[config.mk]
export PLATFORM = sky130hd
export DESIGN_NAME = aes_uart_initiator
export DESIGN_NICKNAME = d
export VERILOG_FILES = /design/src/rtl/aes_uart_pkg.sv /design/src/rtl/aes_uart_initiator_parser.sv /design/src/rtl/aes_uart_initiator.sv
export SDC_FILE = /design/constraint.sdc
export NUM_CORES = 1
export LEC_CHECK = 0
export BUFFER_PORTS_ARGS = -buffer_cell sky130_fd_sc_hd__buf_2
export CAP_MARGIN = 10
export CELL_PAD_IN_SITES_DETAIL_PLACEMENT = 0
export CELL_PAD_IN_SITES_GLOBAL_PLACEMENT = 1
export CORE_MARGIN = 3
export CORE_UTILIZATION = 41
export DETAILED_ROUTE_END_ITERATION = 12
export GPL_TIMING_DRIVEN = 0
export HOLD_SLACK_MARGIN = 0.03
export PLACE_DENSITY = 0.77
export SETUP_SLACK_MARGIN = 0.15
export SLEW_MARGIN = 20
export SYNTH_ARGS = -nofsm -noshare
export SYNTH_HDL_FRONTEND = slang
export SYNTH_HIERARCHICAL = 1
export SYNTH_SLANG_ARGS = --single-unit
[constraint.sdc]
create_clock -name clk -period 2.45 [get_ports clk]
set_input_delay 0.1225 -clock clk [delete_from_list [all_inputs] [get_ports clk]]
set_output_delay 0.1225 -clock clk [all_outputs]
set_load 0.01 [all_outputs]
[src/rtl/aes_uart_pkg.sv]
// aes_uart_pkg: state encoding, response byte map and default sizes shared by aes_uart_initiator
package aes_uart_pkg;
    typedef enum logic [2:0] {IDLE, TX_BYTE, TX_HOLD, TX_WAIT, TX_GAP, RX_WAIT, DONE} state_t;
    localparam int PAD0           = 0;
    localparam int PAD1           = 1;
    localparam int STAT           = 2;
    localparam int CT_FIRST       = 3;
    localparam int DEF_REQ_BYTES  = 16;
    localparam int DEF_RESP_BYTES = 19;
endpackage

[src/rtl/aes_uart_initiator_parser.sv]
// aes_resp_parser: stores response bytes into result fields by byte index
// Ports: clk/reset (sync, active high); clr wipes all fields at transaction start;
//        we/idx/data write one received byte; ciphertext, glitch_flag, sensor, pad_err are the fields.
module aes_resp_parser
    import aes_uart_pkg::*;
#(
    parameter int IDX_W = 5
) (
    input  logic             clk,
    input  logic             reset,
    input  logic             clr,
    input  logic             we,
    input  logic [IDX_W-1:0] idx,
    input  logic [7:0]       data,
    output logic [127:0]     ciphertext,
    output logic             glitch_flag,
    output logic [6:0]       sensor,
    output logic             pad_err
);
    logic [127:0] ct_d, ct_q;
    logic [7:0]   stat_d, stat_q;
    logic         pad_d, pad_q;
    // Ciphertext bytes land in fixed lanes so a truncated response leaves the unreceived tail at zero.
    always_comb begin
        ct_d   = clr ? '0 : ct_q;
        stat_d = clr ? '0 : stat_q;
        pad_d  = clr ? 1'b0 : pad_q;
        if (we) begin
            if ((int'(idx) == PAD0 || int'(idx) == PAD1) && data != 8'h00) pad_d = 1'b1;
            if (int'(idx) == STAT) stat_d = data;
            for (int i = 0; i < 16; i++)
                if (int'(idx) == CT_FIRST + i) ct_d[127 - 8*i -: 8] = data;
        end
    end
    always_ff @(posedge clk) begin
        if (reset) begin
            ct_q   <= '0;
            stat_q <= '0;
            pad_q  <= 1'b0;
        end else begin
            ct_q   <= ct_d;
            stat_q <= stat_d;
            pad_q  <= pad_d;
        end
    end
    assign ciphertext  = ct_q;
    assign glitch_flag = stat_q[7];
    assign sensor      = stat_q[6:0];
    assign pad_err     = pad_q;
endmodule

[src/rtl/aes_uart_initiator.sv]
// aes_uart_initiator: sends a 128-bit plaintext as UART bytes and parses the AES target response
// Build macro AES_CT_CHECK_EN adds input expect_ct and output ct_mismatch.
// Ports: clk/reset (sync, active high); start/plaintext/ready request handshake;
//        tx_start/tx_data/tx_busy to the UART transmitter; rx_data_ready/rx_data from the receiver;
//        resp_valid pulse with ciphertext, glitch_flag, sensor, pad_err, timeout results.
module aes_uart_initiator
    import aes_uart_pkg::*;
#(
    parameter int REQ_BYTES      = DEF_REQ_BYTES,
    parameter int RESP_BYTES     = DEF_RESP_BYTES,
    parameter int GAP_CYCLES     = 20000,
    parameter int TIMEOUT_CYCLES = 2000000
) (
    input  logic         clk,
    input  logic         reset,
    input  logic         start,
    input  logic [127:0] plaintext,
    output logic         ready,
    output logic         tx_start,
    output logic [7:0]   tx_data,
    input  logic         tx_busy,
    input  logic         rx_data_ready,
    input  logic [7:0]   rx_data,
    output logic         resp_valid,
    output logic [127:0] ciphertext,
    output logic         glitch_flag,
    output logic [6:0]   sensor,
    output logic         pad_err,
`ifdef AES_CT_CHECK_EN
    input  logic [127:0] expect_ct,
    output logic         ct_mismatch,
`endif
    output logic         timeout
);
    localparam int TX_W  = $clog2(REQ_BYTES + 1);
    localparam int RX_W  = $clog2(RESP_BYTES + 1);
    localparam int GAP_W = $clog2(GAP_CYCLES + 1);
    localparam int TMO_W = $clog2(TIMEOUT_CYCLES + 1);
    state_t       state_d, state_q;
    logic [127:0] shift_d, shift_q;
    logic [TX_W-1:0]  tx_cnt_d, tx_cnt_q;
    logic [RX_W-1:0]  rx_cnt_d, rx_cnt_q;
    logic [GAP_W-1:0] gap_cnt_d, gap_cnt_q;
    logic [TMO_W-1:0] tmo_cnt_d, tmo_cnt_q;
    logic [7:0]   tx_data_d, tx_data_q;
    logic         tx_start_d, tx_start_q;
    logic         resp_valid_d, resp_valid_q;
    logic         timeout_d, timeout_q;
    logic         ready_d, ready_q;
    logic         clr, rx_we;
    always_comb begin
        state_d      = state_q;
        shift_d      = shift_q;
        tx_cnt_d     = tx_cnt_q;
        rx_cnt_d     = rx_cnt_q;
        gap_cnt_d    = gap_cnt_q;
        tmo_cnt_d    = tmo_cnt_q;
        tx_data_d    = tx_data_q;
        timeout_d    = timeout_q;
        tx_start_d   = 1'b0;
        resp_valid_d = 1'b0;
        clr          = 1'b0;
        rx_we        = 1'b0;
        case (state_q)
            IDLE: if (start && ready_q) begin
                shift_d   = plaintext;
                tx_cnt_d  = '0;
                rx_cnt_d  = '0;
                timeout_d = 1'b0;
                clr       = 1'b1;
                state_d   = TX_BYTE;
            end
            TX_BYTE: if (!tx_busy) begin
                tx_start_d = 1'b1;
                tx_data_d  = shift_q[127:120];
                state_d    = TX_HOLD;
            end
            // One dead cycle so the transmitter can raise tx_busy before it is sampled.
            TX_HOLD: begin
                shift_d  = {shift_q[119:0], 8'h00};
                tx_cnt_d = tx_cnt_q + 1'b1;
                state_d  = TX_WAIT;
            end
            TX_WAIT: if (!tx_busy) begin
                gap_cnt_d = '0;
                state_d   = TX_GAP;
            end
            TX_GAP: begin
                gap_cnt_d = gap_cnt_q + 1'b1;
                if (gap_cnt_d == GAP_W'(GAP_CYCLES)) begin
                    tmo_cnt_d = '0;
                    state_d   = tx_cnt_q < TX_W'(REQ_BYTES) ? TX_BYTE : RX_WAIT;
                end
            end
            // A byte arriving on the expiry cycle wins over the timeout.
            RX_WAIT: if (rx_data_ready) begin
                rx_we     = 1'b1;
                rx_cnt_d  = rx_cnt_q + 1'b1;
                tmo_cnt_d = '0;
                if (rx_cnt_d == RX_W'(RESP_BYTES)) state_d = DONE;
            end else begin
                tmo_cnt_d = tmo_cnt_q + 1'b1;
                if (tmo_cnt_d == TMO_W'(TIMEOUT_CYCLES)) begin
                    timeout_d = 1'b1;
                    state_d   = DONE;
                end
            end
            DONE: begin
                resp_valid_d = 1'b1;
                state_d      = IDLE;
            end
            default: state_d = IDLE;
        endcase
        ready_d = state_d == IDLE;
    end
    always_ff @(posedge clk) begin
        if (reset) begin
            state_q      <= IDLE;
            shift_q      <= '0;
            tx_cnt_q     <= '0;
            rx_cnt_q     <= '0;
            gap_cnt_q    <= '0;
            tmo_cnt_q    <= '0;
            tx_data_q    <= '0;
            tx_start_q   <= 1'b0;
            resp_valid_q <= 1'b0;
            timeout_q    <= 1'b0;
            ready_q      <= 1'b1;
        end else begin
            state_q      <= state_d;
            shift_q      <= shift_d;
            tx_cnt_q     <= tx_cnt_d;
            rx_cnt_q     <= rx_cnt_d;
            gap_cnt_q    <= gap_cnt_d;
            tmo_cnt_q    <= tmo_cnt_d;
            tx_data_q    <= tx_data_d;
            tx_start_q   <= tx_start_d;
            resp_valid_q <= resp_valid_d;
            timeout_q    <= timeout_d;
            ready_q      <= ready_d;
        end
    end
    aes_resp_parser #(.IDX_W(RX_W)) u_parser (
        .clk        (clk),
        .reset      (reset),
        .clr        (clr),
        .we         (rx_we),
        .idx        (rx_cnt_q),
        .data       (rx_data),
        .ciphertext (ciphertext),
        .glitch_flag(glitch_flag),
        .sensor     (sensor),
        .pad_err    (pad_err)
    );
`ifdef AES_CT_CHECK_EN
    logic [127:0] exp_d, exp_q;
    logic         ct_mismatch_d, ct_mismatch_q;
    // Evaluated in DONE, when the parser fields and timeout are final.
    always_comb begin
        exp_d         = state_q == IDLE && start ? expect_ct : exp_q;
        ct_mismatch_d = state_q == DONE ? (ciphertext != exp_q) | timeout_q : ct_mismatch_q;
    end
    always_ff @(posedge clk) begin
        if (reset) begin
            exp_q         <= '0;
            ct_mismatch_q <= 1'b0;
        end else begin
            exp_q         <= exp_d;
            ct_mismatch_q <= ct_mismatch_d;
        end
    end
    assign ct_mismatch = ct_mismatch_q;
`endif
    assign ready      = ready_q;
    assign tx_start   = tx_start_q;
    assign tx_data    = tx_data_q;
    assign resp_valid = resp_valid_q;
    assign timeout    = timeout_q;
endmodule

==> impl_results.md, run 1 <==
* Pre-CTS WS at -717 ps
* Slew Viols, Final at 0
* Crit Path Class: reg -> reg
* Reg2Reg Setup Slack at 200 ps
* Final setup violation count at 0
* RSZ-0062 raised after global routing: yes
* Starting Density at 0.423
* Post-Syn Area at between 10,000 and 15,000 sq um
* Synth top area share at 0.467
* Tcrit/Tclk final at 0.919
* Cell variety after synth at 73
* Clock skew at 18.3 ps
* Post-layout nets at 2,291
* Max-cap violations at 0
* Clk buf depth at 3
* Logic pwr share at 0.143
* H-Tree Depth at 2
* Psw at roughly 3.6 mW
* CP max FO at 7
* Routed WL per cell at 18.4 microns
* Syn_area_per_cell at 8.39 sq um
* DRT iter0 DRCs at between 1,000 and 1,500
* Worst path depth at 10
* Sum of buffers and inverters on the critical path at 2
* Top cell by count, worst path: nor4_4
* GRT Total Usage at 0.253
* Cell family with most CP delay: compound AO/OA/AOI/OAI gates
* Gate Count Post-Synth at 1,664
* GRT overflow at 0
* Pin count of the biggest net entering global routing at 15
* Pre-Repair DR Iteration Count at 5
* EDFF count, synth at 0
* Die width at 191 microns
* Fin crit period at 2250 ps
* Final hold viol count at 0
* Critical Path Source Type: flop
* Outcome: finished, final reports clean
* Yosys Warn Count at 6
* Setup WS post-layout at 199 ps
* Crit. Startpoint: gap_cnt_q[1]
* Worst-Margin Slew at between 800 and 900 ps
* Core Region at 33,000 sq um
* Die H at 191 microns
* Clock root buffer master: clkbuf_16
* Number of synthesized register bits at 326
* Cell accounting for the most synthesized area: dfxtp_1
* Reg2reg end: tmo_cnt_q[7]
* Post-DP Area at 16,000 sq um
* Synth async-reset ratio at 0
* Top post-synthesis cells by area: dfxtp_1 47%, nand2_1 9.6%, a311oi_1 8.0%, o211ai_1 5.2%, nor2_1 4.9%
* Antenna-violating nets left at 0
* Layout cells sized above 1 at 0.238
* Worst path max stage delay at 390 ps
* Die area at roughly 36,000 sq um
* Sw frac at 0.269
* Num Clock Sinks at 326
* Max VDD drop at 0.442 mV
* Residual DRC count at 0
* Final Instance Area at 19,000 sq um
* Synthesized Nets at 1,810
* Internal at 9.74 mW
* Initial antenna violation count at 1
* Hold WS at around 120 ps
* Endpoint type of the worst setup path: flop
* Port-buffer cells at between 200 and 300
* Hold Crit Start: rx_data_ready
* CTS tree: yes
* Max Freq at between 400 and 500 MHz
* Cell Chain, Critical Path: ha_4, buf_6, nand3_4, nor4_4, a21boi_2, o211ai_2, nor4_4, o21a_4, clkbuf_16, a311oi_2
* Row count at 66
* Routed vias/inst at 5.51
* First-pass GRT wire length at 74,500 microns
* Hold WC Path Type: in -> reg
* Worst skew pair latency at around 530 ps
* Top Ports at 290
* Top FF cell, synth: dfxtp_1
* Final HPWL DP at 33,500 microns
* Sequential share of power at 0.443
* Crit path to: tmo_cnt_q[7]
* Num CTS Buffers at 37
* Relative slew slack at 0.444
* Crit Reg-Reg Startpoint: gap_cnt_q[1]
* Leakage at 7.89 nW
* Via count at 14,400
* CP required at 2830 ps
* Synthesis-to-finish area growth at 36.1%
* Clock power share at 0.414
* Seq/Total Area, Yosys at 0.467
* Vias in the first global route at roughly 14,000
* Worst Reg-to-Reg Cells at 10
* P per Cell Area at ~700 nW/um^2
* Gpl congestion at about 0.84
* Final WL at 48,100 microns
* Crit-path slowest cell: dfxtp_4
* Setup TNS at 0 ps
* Critical Path AT at ~2600 ps
* Worst-path clk slew at 60 ps
[through the flow]
step / std cells / util / power (mW)
CTS: 2598 / 0.566 / 13.4
finish: 2612 / 0.576 / 13.3
floorplan: 1664 / - / 7.02
global placement: 2395 / 0.483 / 7.64
detailed placement: 2395 / 0.483 / 7.65
global route: 2612 / 0.576 / 13.9
[what timing repair did]
action / in CTS / in global routing
hold endpoints to repair: 131 / 0
pin swaps: 6 / 7
buffers inserted: 8 / 10
hold buffers: 132 / 0
endpoints found under the setup margin: 293 / 255
gates cloned: 0 / 3
resized for setup: 62 / 115
[worst min path at each step]
stage / to / slack [ps] / cells past startpoint
5_1_grt: rx_cnt_q[3] / 130 / 4
4_1_cts: rx_cnt_q[3] / 90 / 4
2_1_floorplan: shift_q[0] / 260 / 2
3_3_place_gp: shift_q[4] / 370 / 3
3_5_place_dp: shift_q[2] / 380 / 3
6_report: rx_cnt_q[3] / 120 / 4
[power by group through the flow]
stage	combinational, mW	clock (mW)	sequential [mW]
after floorplan	1.08	0	5.94
after global placement	1.63	0	6.01
after detailed placement	1.64	0	6.01
after CTS	1.85	5.62	5.90
after global routing	2.11	5.84	5.94
final	1.91	5.52	5.90
[Yosys cell counts, types with 4 or more instances]
library cell and number:
nand2_1 356, buf_2 22, nor3_1 9, a21oi_1 49, nand3b_1 4, or2_2 9, a211oi_2 6, clkbuf_1 122
o21ai_1 4, xnor2_1 6, nand4_1 10, or2_1 5, a311oi_2 11, o211ai_1 97, nand3_1 20, o21ai_0 113
nor2_1 183, ha_1 5, nor2b_1 5, a311oi_1 127, buf_1 8, a31oi_1 13, dfxtp_1 326, a21o_1 4
nand2b_1 23, nor4_1 5, mux2i_1 40, inv_1 8
[cell usage in the layout, fill, tap and decap left out, types with 6 or more instances in the layout]
cell type and n:
nand3_1 19, o211ai_1 97, o21ai_0 105, buf_4 30, buf_2 306, clkbuf_16 40
clkbuf_1 84, nor2_1 181, a311oi_2 11, inv_1 7, a211oi_2 6, nand2_1 355
dfxtp_1 319, dlygate4sd3_1 132, a31oi_1 13, clkbuf_8 9, nand4_1 10, or2_2 9
mux2i_1 40, clkbuf_2 33, clkbuf_4 9, nor3_1 7, a21oi_1 48, nand2b_1 23
a311oi_1 127, buf_1 6, o21ai_1 10
[worst register-to-register path, delay by kind of cell (launching register included)]
kind | cells | cell delay, ps
AO/OA/AOI/OAI | 4 | 690
adder cells (fa/ha/maj) | 1 | 130
buffers and inverters | 2 | 290
flip-flops | 1 | 390
AND/OR/NAND/NOR | 3 | 590
[routing by layer]
layer  track usage  routed length (microns)  vias up
li1              -                        -     6927
met1         0.342                    21600     6842
met2         0.418                    22200      506
met3        0.0355                     2790      110
met4        0.0872                     1570        0
met5             0                        0        -
[logic make-up (layout without fill, tap and decap cells)]
family / after synthesis / after routing / synth area share
simple gates: 664 / 664 / 0.209
mux: 40 / 40 / 0.0287
xor+xnor: 8 / 8 / 0.00502
flops: 326 / 326 / 0.467
compound gates: 454 / 454 / 0.237
buf+inv: 167 / 672 / 0.0493
other cells: 0 / 1 / 0
fa+ha+maj: 5 / 5 / 0.00448
[state kept, by name (all words and copies together) (netlist names)]
name / cells
shift_q: 128
u_parser/ciphertext: 128
tmo_cnt_q: 21
gap_cnt_q: 15
tx_data: 8
u_parser/stat_q: 8
rx_cnt_q: 5
tx_cnt_q: 5
state_q: 3
ready: 1
resp_valid: 1
timeout: 1
tx_start: 1
u_parser/pad_err: 1
[area by class of cell]
cell class,instances,area [sq um]
diodes,1,2.50
plain buffers,158,831
clock buffers,55,1060
clock inverters,8,141
fillers,3044,14000
inverters,9,38.8
multi-input cells,1171,6880
flip-flops and latches,326,6540
well taps,442,553
repair buffers,442,2960
(Power assumes the default switching activity.)
==> inputs of run 2 (changes only) <==
--- a/config.mk
+++ b/config.mk
@@ -10,14 +10,13 @@
 export CELL_PAD_IN_SITES_DETAIL_PLACEMENT = 0
 export CELL_PAD_IN_SITES_GLOBAL_PLACEMENT = 1
 export CORE_MARGIN = 3
-export CORE_UTILIZATION = 41
+export CORE_UTILIZATION = 40
 export DETAILED_ROUTE_END_ITERATION = 12
 export GPL_TIMING_DRIVEN = 0
 export HOLD_SLACK_MARGIN = 0.03
-export PLACE_DENSITY = 0.77
+export PLACE_DENSITY = 0.76
 export SETUP_SLACK_MARGIN = 0.15
 export SLEW_MARGIN = 20
 export SYNTH_ARGS = -nofsm -noshare
 export SYNTH_HDL_FRONTEND = slang
-export SYNTH_HIERARCHICAL = 1
 export SYNTH_SLANG_ARGS = --single-unit
==> impl_results.md, run 2 <==
* Post-layout nets at 2,440
* Top Ports at 290
* H-Tree Depth at 2
* Core Region at 34,000 sq um
* Residual DRC count at 0
* Library cell with the highest instance count after synthesis: nand2_1
* Tcrit/Tclk final at 0.943
* Setup WS post-layout at 141 ps
* Max-cap violations at 0
* Max Freq at 433 MHz
* CP required at approximately 2900 ps
* Top FF cell, synth: dfxtp_1
* Worst skew pair latency at 520 ps
* Worst-path clk slew at 60 ps
* Clk buf depth at 3
* DRT iter0 DRCs at 1,037
* Synth top area share at 0.465
* GRT Total Usage at 0.247
* Final HPWL DP at between 30,000 and 40,000 microns
* Hold WC Path Type: in -> reg
* Pin count of the biggest net entering global routing at 13
* Synth cell count leaders: 457 x nand2_1, 326 x dfxtp_1, 189 x nor2_1
* Clock root buffer master: clkbuf_16
* Max VDD drop at 0.424 mV
* Num Clock Sinks at 326
* CTS tree: yes
* Seq/Total Area, Yosys at 0.465
* Starting Density at 0.413
* Final hold viol count at 0
* Outcome: finished, final reports clean
* Logic pwr share at 0.143
* Number of synthesized register bits at 326
* Syn_area_per_cell at between 7 and 8 sq um
* Final WL at 49,500 microns
* P per Cell Area at between 600 and 700 nW/um^2
* Internal at around 10 mW
* Commonest non-fill, non-tap cell in the layout: nand2_1
* Fin crit period at approximately 2300 ps
* Sequential share of power at 0.441
* Die width at roughly 190 microns
* Slew Viols, Final at 0
* Gate Count Post-Synth at between 1,500 and 2,000
* Post-Syn Area at 14,000 sq um
* Relative slew slack at 0.385
* Yosys Warn Count at 0
* Cell accounting for the most synthesized area: dfxtp_1
* Die H at roughly 190 microns
* Final setup violation count at 0
* Hold WS at 70.2 ps
* Sw frac at 0.273
* GRT overflow at 0
* EDFF count, synth at 0
* Layout cells sized above 1 at 0.217
* Synth async-reset ratio at 0
* CP max FO at 6
* Critical Path AT at 2710 ps
* Psw at 3.65 mW
* Vias in the first global route at 14,200
* Routed WL per cell at around 18 microns
* First-pass GRT wire length at a little under 80,000 microns
* Top post-synthesis cells by area: dfxtp_1 46%, nand2_1 12%, a311oi_1 8.2%, a21oi_1 6.4%, nand3_1 5.8%
* Cell variety after synth at 63
* Routed vias/inst at 5.37
* Worst-Margin Slew at 915 ps
* Critical Path Source Type: flop
* Reg2Reg Setup Slack at 140 ps
* Pre-Repair DR Iteration Count at 5
* Die area at 37,400 sq um
* Synthesized Nets at 1,970
* Pre-CTS WS at -404 ps
* Leakage at 7.46 nW
* Commonest cells after routing, fill and taps aside: 455 x nand2_1, 315 x dfxtp_1, 283 x buf_2, 181 x nor2_1, 179 x a21oi_1
* Synthesis-to-finish area growth at 36.3%
* Via count at 14,800
* Port-buffer cells at between 200 and 300
* Endpoint type of the worst setup path: flop
* Clock skew at 15.4 ps
* Initial antenna violation count at 0
* Final core utilization at 0.562
* Antenna-violating nets left at 0
* Num CTS Buffers at 38
* Gpl congestion at 0.867
* Total Power at 13.4 mW
* Clock power share at 0.416
* Row count at 67
* Crit Path Class: reg -> reg
* RSZ-0062 raised after global routing: yes
## run 2: cell types whose count changed after synthesis, moves of 9 or more
cell and delta:
clkbuf_1 +23, mux2i_1 -36, nand3_1 +143, o21ai_0 -96, buf_2 -15, and3_1 +9, o211ai_1 -95, a21oi_1 +131
nand2b_1 -15, nand2_1 +101
## run 2: cells by family after synthesis
group	share of synthesized area
AO/OA/AOI/OAI	0.195
flip-flops	0.465
adder cells (fa/ha/maj)	0.00802
AND/OR/NAND/NOR	0.275
buffers and inverters	0.0495
XOR/XNOR	0.00499
multiplexers	0.00285
## run 2: layout make-up
type                    instances  area (sq um)
flip-flops and latches        326          6550
multi-input cells            1316          7130
plain buffers                 169           793
inverters                       9          33.8
diodes                          1          2.50
repair buffers                430          2870
clock inverters                 6          86.3
fillers                      3245         14900
clock buffers                  57          1120
well taps                     448           561
## run 2: critical path, cell delays in order (launching register included)
cell	delay, ps
dfxtp_1	330
buf_6	110
nand4_1	200
or4_4	620
mux2i_4	230
nand3_4	120
nor4_4	390
nand2_1	80
o2bb2ai_1	130
## run 2: repair_timing
action / CTS / global route
pin swaps: 7 / 16
hold buffers: 128 / 0
endpoints found under the hold margin: 128 / 0
setup endpoints to repair: 246 / 274
resized for setup: 49 / 136
buffers inserted: 6 / 15
gates cloned: 0 / 1
## run 2: per-layer routing
layer	vias up	global-route usage	routed length, microns
met3	69	0.0412	3060
li1	7323	-	-
met4	0	0.0702	1150
met5	-	0	0
met2	488	0.413	23000
met1	6950	0.331	22300
## run 2: worst paths after layout
path | start | end | cells past startpoint
min | tx_busy | state_q[1] | 4
max reg2reg | tmo_cnt_q[5] | state_q[0] | 8
min reg2reg | gap_cnt_q[14] | gap_cnt_q[14] | 1
max | tmo_cnt_q[5] | state_q[0] | 8
## run 2: power groups by stage
| stage | combinational, mW | sequential (mW) | clock [mW] |
|---|---|---|---|
| 2_1_floorplan | 1.13 | 5.94 | 0 |
| 3_3_place_gp | 1.69 | 6.01 | 0 |
| 3_5_place_dp | 1.71 | 6.01 | 0 |
| 4_1_cts | 1.88 | 5.90 | 5.64 |
| 5_1_grt | 2.13 | 5.93 | 5.86 |
| 6_report | 1.92 | 5.90 | 5.57 |
## run 2: metrics by stage
step	cell area [sq um]	setup TNS [ps]	instances
finish	19100	0	2762
global route	19100	0	2761
CTS	18700	0	2745
detailed placement	16000	-35140	2548
global placement	16000	-35130	2548
floorplan	14000	0	1820
